===== config.mk =====
export PLATFORM = sky130hd
export DESIGN_NAME = uart_cmd_frame_decoder
export DESIGN_NICKNAME = d
export VERILOG_FILES = /design/src/rtl/uart_cmd_frame_decoder.sv
export SDC_FILE = /design/constraint.sdc
export NUM_CORES = 1
export LEC_CHECK = 0
export ABC_AREA = 1
export BUFFER_PORTS_ARGS = -buffer_cell sky130_fd_sc_hd__buf_2
export CORE_MARGIN = 2
export CORE_UTILIZATION = 48
export DETAILED_ROUTE_END_ITERATION = 10
export PLACE_DENSITY = 0.68
export RECOVER_POWER = 25
export SYNTH_ARGS = -nofsm -noshare
export SYNTH_HDL_FRONTEND = slang
export SYNTH_SLANG_ARGS = --single-unit
export TNS_END_PERCENT = 1

===== constraint.sdc =====
create_clock -name clk -period 1.9 [get_ports clk]
set_clock_uncertainty 0.15 [all_clocks]
set_input_delay 0.38 -clock clk [delete_from_list [all_inputs] [get_ports clk]]
set_output_delay 0.38 -clock clk [all_outputs]
set_load 0.05 [all_outputs]

===== src/rtl/uart_cmd_frame_decoder.sv =====
// Assembles header/command/checksum frames from the UART byte stream, strobes
// validated commands and answers every completed frame with ACK or NAK.
module uart_cmd_frame_decoder #(
    parameter logic [7:0]  HEADER      = 8'hA5,
    parameter int unsigned TIMEOUT_CYC = 5_000_000,
    parameter logic [7:0]  ACK_OK      = 8'h06,
    parameter logic [7:0]  ACK_ERR     = 8'h15
) (
    input  logic       clk,
    input  logic       rst_n,
    input  logic [7:0] I_rx_data,
    input  logic       I_rx_valid,
    input  logic       I_tx_ready,
    output logic [7:0] O_tx_data,
    output logic       O_tx_valid,
    output logic       O_command_flag,
    output logic [3:0] O_ctrl_command,
    output logic [3:0] O_value_command,
    output logic [7:0] O_frame_err_cnt
);

    localparam int unsigned TW = (TIMEOUT_CYC > 1) ? $clog2(TIMEOUT_CYC) : 1;
    localparam logic [TW-1:0] TIMER_LAST = TW'(TIMEOUT_CYC - 1);

    typedef enum logic [2:0] {IDLE, GET_CMD, GET_CHK, ISSUE, ACK} state_t;

    state_t          r_state, w_state;
    logic [TW-1:0]   r_timer, w_timer;
    logic [7:0]      r_cmd, w_cmd;
    logic [7:0]      r_tx_data, w_tx_data;
    logic            r_tx_valid, w_tx_valid;
    logic            r_flag, w_flag;
    logic [3:0]      r_ctrl, w_ctrl;
    logic [3:0]      r_value, w_value;
    logic [7:0]      r_err_cnt, w_err_cnt;
    logic            w_err_inc;

    always_ff @(posedge clk) begin
        if (!rst_n) begin
            r_state    <= IDLE;
            r_timer    <= '0;
            r_cmd      <= '0;
            r_tx_data  <= '0;
            r_tx_valid <= 1'b0;
            r_flag     <= 1'b0;
            r_ctrl     <= '0;
            r_value    <= '0;
            r_err_cnt  <= '0;
        end else begin
            r_state    <= w_state;
            r_timer    <= w_timer;
            r_cmd      <= w_cmd;
            r_tx_data  <= w_tx_data;
            r_tx_valid <= w_tx_valid;
            r_flag     <= w_flag;
            r_ctrl     <= w_ctrl;
            r_value    <= w_value;
            r_err_cnt  <= w_err_cnt;
        end
    end

    always_comb begin
        w_state    = r_state;
        w_timer    = r_timer;
        w_cmd      = r_cmd;
        w_tx_data  = r_tx_data;
        w_tx_valid = r_tx_valid;
        w_flag     = 1'b0;
        w_ctrl     = r_ctrl;
        w_value    = r_value;
        w_err_inc  = 1'b0;

        case (r_state)
            IDLE: begin
                if (I_rx_valid && (I_rx_data == HEADER)) begin
                    w_state = GET_CMD;
                    w_timer = '0;
                end
            end
            GET_CMD: begin
                if (I_rx_valid) begin
                    w_cmd   = I_rx_data;
                    w_state = GET_CHK;
                    w_timer = '0;
                end else if (r_timer == TIMER_LAST) begin
                    w_state   = IDLE;
                    w_timer   = '0;
                    w_err_inc = 1'b1;
                end else begin
                    w_timer = r_timer + 1'b1;
                end
            end
            GET_CHK: begin
                // A byte arriving on the timeout cycle still completes the frame.
                if (I_rx_valid) begin
                    w_timer = '0;
                    if (I_rx_data == (HEADER ^ r_cmd)) begin
                        w_state = ISSUE;
                        w_flag  = 1'b1;
                        w_ctrl  = r_cmd[7:4];
                        w_value = r_cmd[3:0];
                    end else begin
                        w_state    = ACK;
                        w_tx_valid = 1'b1;
                        w_tx_data  = ACK_ERR;
                        w_err_inc  = 1'b1;
                    end
                end else if (r_timer == TIMER_LAST) begin
                    w_state   = IDLE;
                    w_timer   = '0;
                    w_err_inc = 1'b1;
                end else begin
                    w_timer = r_timer + 1'b1;
                end
            end
            ISSUE: begin
                w_state    = ACK;
                w_tx_valid = 1'b1;
                w_tx_data  = ACK_OK;
            end
            ACK: begin
                if (r_tx_valid && I_tx_ready) begin
                    w_state    = IDLE;
                    w_tx_valid = 1'b0;
                end
            end
            default: begin
                w_state    = IDLE;
                w_tx_valid = 1'b0;
            end
        endcase

        w_err_cnt = (w_err_inc && (r_err_cnt != 8'hFF)) ? r_err_cnt + 8'd1 : r_err_cnt;
    end

    assign O_tx_data       = r_tx_data;
    assign O_tx_valid      = r_tx_valid;
    assign O_command_flag  = r_flag;
    assign O_ctrl_command  = r_ctrl;
    assign O_value_command = r_value;
    assign O_frame_err_cnt = r_err_cnt;

endmodule


==> impl_metrics.json <==
{
  "crit_type": "flip-flop to flip-flop",
  "hold_viol": 0,
  "avgRoutedWirePerCell_um": 12.0,
  "synth_top_area_share": 0.375,
  "r2r_slack_ps": 90,
  "routabilityCongestion": 0.873,
  "cts_buffers": 5,
  "rsz0062_at_grt": "yes",
  "clkSinkCount": 55,
  "p_int_mw": 1.45,
  "dp_hpwl_mm": 4.87,
  "antenna_cells": 0,
  "r2r_end": "O_frame_err_cnt[3]$_SDFFE_PN0P_",
  "drt_iter0_markers": 104,
  "syn_area_per_cell_um2": 7.03,
  "vias": 2795,
  "max_cap_violations": 0,
  "whs_endpoint": "r_cmd[1]$_SDFFE_PN0P_",
  "tightest_slew_ps": 682,
  "clkSlewWorstSetupHoldPaths_ps": 90,
  "drc_errors": 0,
  "timing.final.ws_setup_ps": 93.8,
  "synth_edf_count": 0,
  "insertion_delay_ps": 310,
  "cts_root_buf": "clkbuf_8",
  "fin_crit_ps": 1810,
  "io_pins": 38,
  "critPathMostFrequentCell": "nand3_4",
  "crit_buf_inv": 1,
  "p_comb_frac": 0.056,
  "cp_max_fo": 7,
  "leakagePower_nw": 1.41,
  "rows": 28,
  "place_ws_ps": 41.4,
  "start_kind": "flip-flop",
  "arrival_ps": 1890,
  "start_util": 0.496,
  "drt-total-wl_mm": 6.52,
  "grt-ovfl-total": 0,
  "sw_frac_of_total": 0.235,
  "finalPower_mw": 1.89,
  "max_stage_delay_ps": 360,
  "irDropWorstVdd_mv": 0.378,
  "htreeDepth": 2,
  "crit_slowest_cell": "dfxtp_1",
  "nNetsFinal": 482,
  "timing.final.crit_share": 0.951,
  "die_h_um": 82.2,
  "hold_path_depth": 3,
  "synth_seq_cells": 55,
  "layout-drive-gt1-share": 0.203,
  "ant_nets": 0,
  "final-setup-viol-count": 0,
  "dr.pass1.iters": 4,
  "critPathTopFamily": "simple AND/OR/NAND/NOR gates",
  "hold_start": "rst_n",
  "ys.flop_type": "dfxtp_1",
  "synth_top_area_cell": "dfxtp_1",
  "grt_usage": 0.211,
  "ys_warn_count": 0,
  "seq_power_share": 0.610,
  "rr_startpoint": "r_timer[0]$_SDFFE_PN0P_",
  "synth.distinct_cells": 37,
  "hold_buffers": 0,
  "tritoncts": "done",
  "async_flop_share": 0,
  "core-area_um2": 5920,
  "r2r_cells": 8,
  "synth_commonest_cells": "79 x nand2_1, 55 x dfxtp_1, 47 x nor2_1",
  "grt_pass1_wl_mm": 11.4,
  "synth_area_leaders": "dfxtp_1 37%, nand2_1 10%, a21oi_1 7.0%",
  "viasPerCell": 5.14,
  "clock_path_buffers": 2,
  "ys_seq_area_frac": 0.375,
  "worstPathRequired_ps": 1990,
  "final_max_slew_viol_count": 0,
  "switchingPower_mw": 0.444,
  "cp-end-kind": "flip-flop",
  "antenna_found_initial": 0,
  "die_area_um2": 6760,
  "fmax_ghz": 0.554,
  "yosysMostFrequentCell": "nand2_1",
  "syn_area_um2": 2940,
  "power_density_nw_per_um2": 550,
  "slew_headroom": 0.546,
  "numPortBuffers": 33,
  "grt_max_degree": 22,
  "crit_chain": "ha_2, nand3_4, nor2_4, nand3_4, a21oi_4, buf_12, nand4_1, a21oi_1",
  "clkPwrFrac": 0.334,
  "synth_cells": 418,
  "die_x_um": 82.2,
  "status": "finished clean",
  "syn_to_final_growth_pct": 17.1,
  "min_path_type": "primary input to flip-flop",
  "grt_pass1_vias": 2637
}
==> stage by stage <==
stage | hold WS, ps | instances | area (um2) | setup TNS, ps | util
6_report | 207 | 544 | 3440 | 0 | 0.581
5_1_grt | 218 | 544 | 3440 | -151 | 0.581
4_1_cts | 202 | 544 | 3390 | 0 | 0.572
3_5_place_dp | 289 | 536 | 3310 | 0 | 0.558
3_3_place_gp | 288 | 536 | 3310 | 0 | 0.558
2_1_floorplan | 305 | 421 | 2950 | 0 | -
==> logic make-up (layout without fill, tap and decap cells) <==
| kind of cell | count (synthesis) | count (layout) | synth area share |
|---|---|---|---|
| adders and majority gates | 2 | 2 | 0.00852 |
| buffers and inverters | 66 | 114 | 0.0980 |
| DFF | 55 | 55 | 0.375 |
| AOI/OAI and AO/OA | 63 | 63 | 0.114 |
| xor gates and xnor gates | 19 | 19 | 0.0567 |
| and+or+nand+nor | 212 | 212 | 0.347 |
| other | 1 | 4 | 0.00128 |
==> layer usage <==
layer | share of wire | vias to the layer above | global-route usage
li1 | - | 1454 | -
met1 | 0.47 | 1272 | 0.267
met2 | 0.48 | 62 | 0.362
met3 | 0.040 | 7 | 0.0478
met4 | 0.0098 | 0 | 0.0517
met5 | 0 | - | 0
==> power by group through the flow <==
stage | sequential, mW | combinational, mW | clock (mW)
floorplan | 1.18 | 0.0728 | 0
global placement | 1.18 | 0.106 | 0
detailed placement | 1.18 | 0.106 | 0
CTS | 1.15 | 0.107 | 0.648
global route | 1.15 | 0.119 | 0.692
finish | 1.15 | 0.106 | 0.631
==> cell type report <==
class                   instances  area (um2)
fillers                       569        2480
multi-input cells             300        1610
flip-flops and latches         55        1110
repair buffers                 55         345
inverters                      51         194
well taps                      75        93.8
clock buffers                   7        76.3
clock inverters                 1        5.00
==> placed cells by master (no fill, tap or decap), types with 9 or more instances in the layout <==
cell / count
inv_1: 45
clkbuf_1: 11
nand4_1: 18
a21oi_1: 41
xor2_1: 16
o21ai_0: 17
buf_4: 18
nor3_1: 9
nand2_1: 79
dfxtp_1: 48
nand3_1: 25
buf_2: 25
nor2_1: 47
==> flip-flops by register name, summed over array words and instances (netlist names) <==
| signal | cells |
|---|---|
| r_state | 3 |
| r_cmd | 8 |
| O_tx_data | 3 |
| O_tx_valid | 1 |
| r_timer | 23 |
| O_frame_err_cnt | 8 |
| O_command_flag | 1 |
| O_ctrl_command | 4 |
| O_value_command | 4 |
==> what timing repair did <==
item	in CTS	in global routing
buffers inserted	0	0
endpoints found under the hold margin	0	0
endpoints found under the setup margin	0	31
gates resized for setup	0	15
==> worst min-delay path: cells and delay by family <==
family                 cells  cell delay [ps]
buffers and inverters      1              130
AOI/OAI and AO/OA          2              110
==> worst max-delay path by stage <==
stage                     slack, ps  cells past startpoint                              end                             from
after floorplan                  20                      6  O_frame_err_cnt[6]$_SDFFE_PN0P_  O_frame_err_cnt[5]$_SDFFE_PN0P_
after global placement           80                      9         r_timer[21]$_SDFFE_PN0P_                     I_rx_data[5]
after detailed placement         40                      9         r_timer[21]$_SDFFE_PN0P_                     I_rx_data[2]
after CTS                        40                      8  O_frame_err_cnt[2]$_SDFFE_PN0P_          r_timer[0]$_SDFFE_PN0P_
after global routing            -50                      9  O_frame_err_cnt[7]$_SDFFE_PN0P_          r_timer[9]$_SDFFE_PN0P_
final                            90                      8  O_frame_err_cnt[3]$_SDFFE_PN0P_          r_timer[0]$_SDFFE_PN0P_
Power figures use the tool's default switching activity.
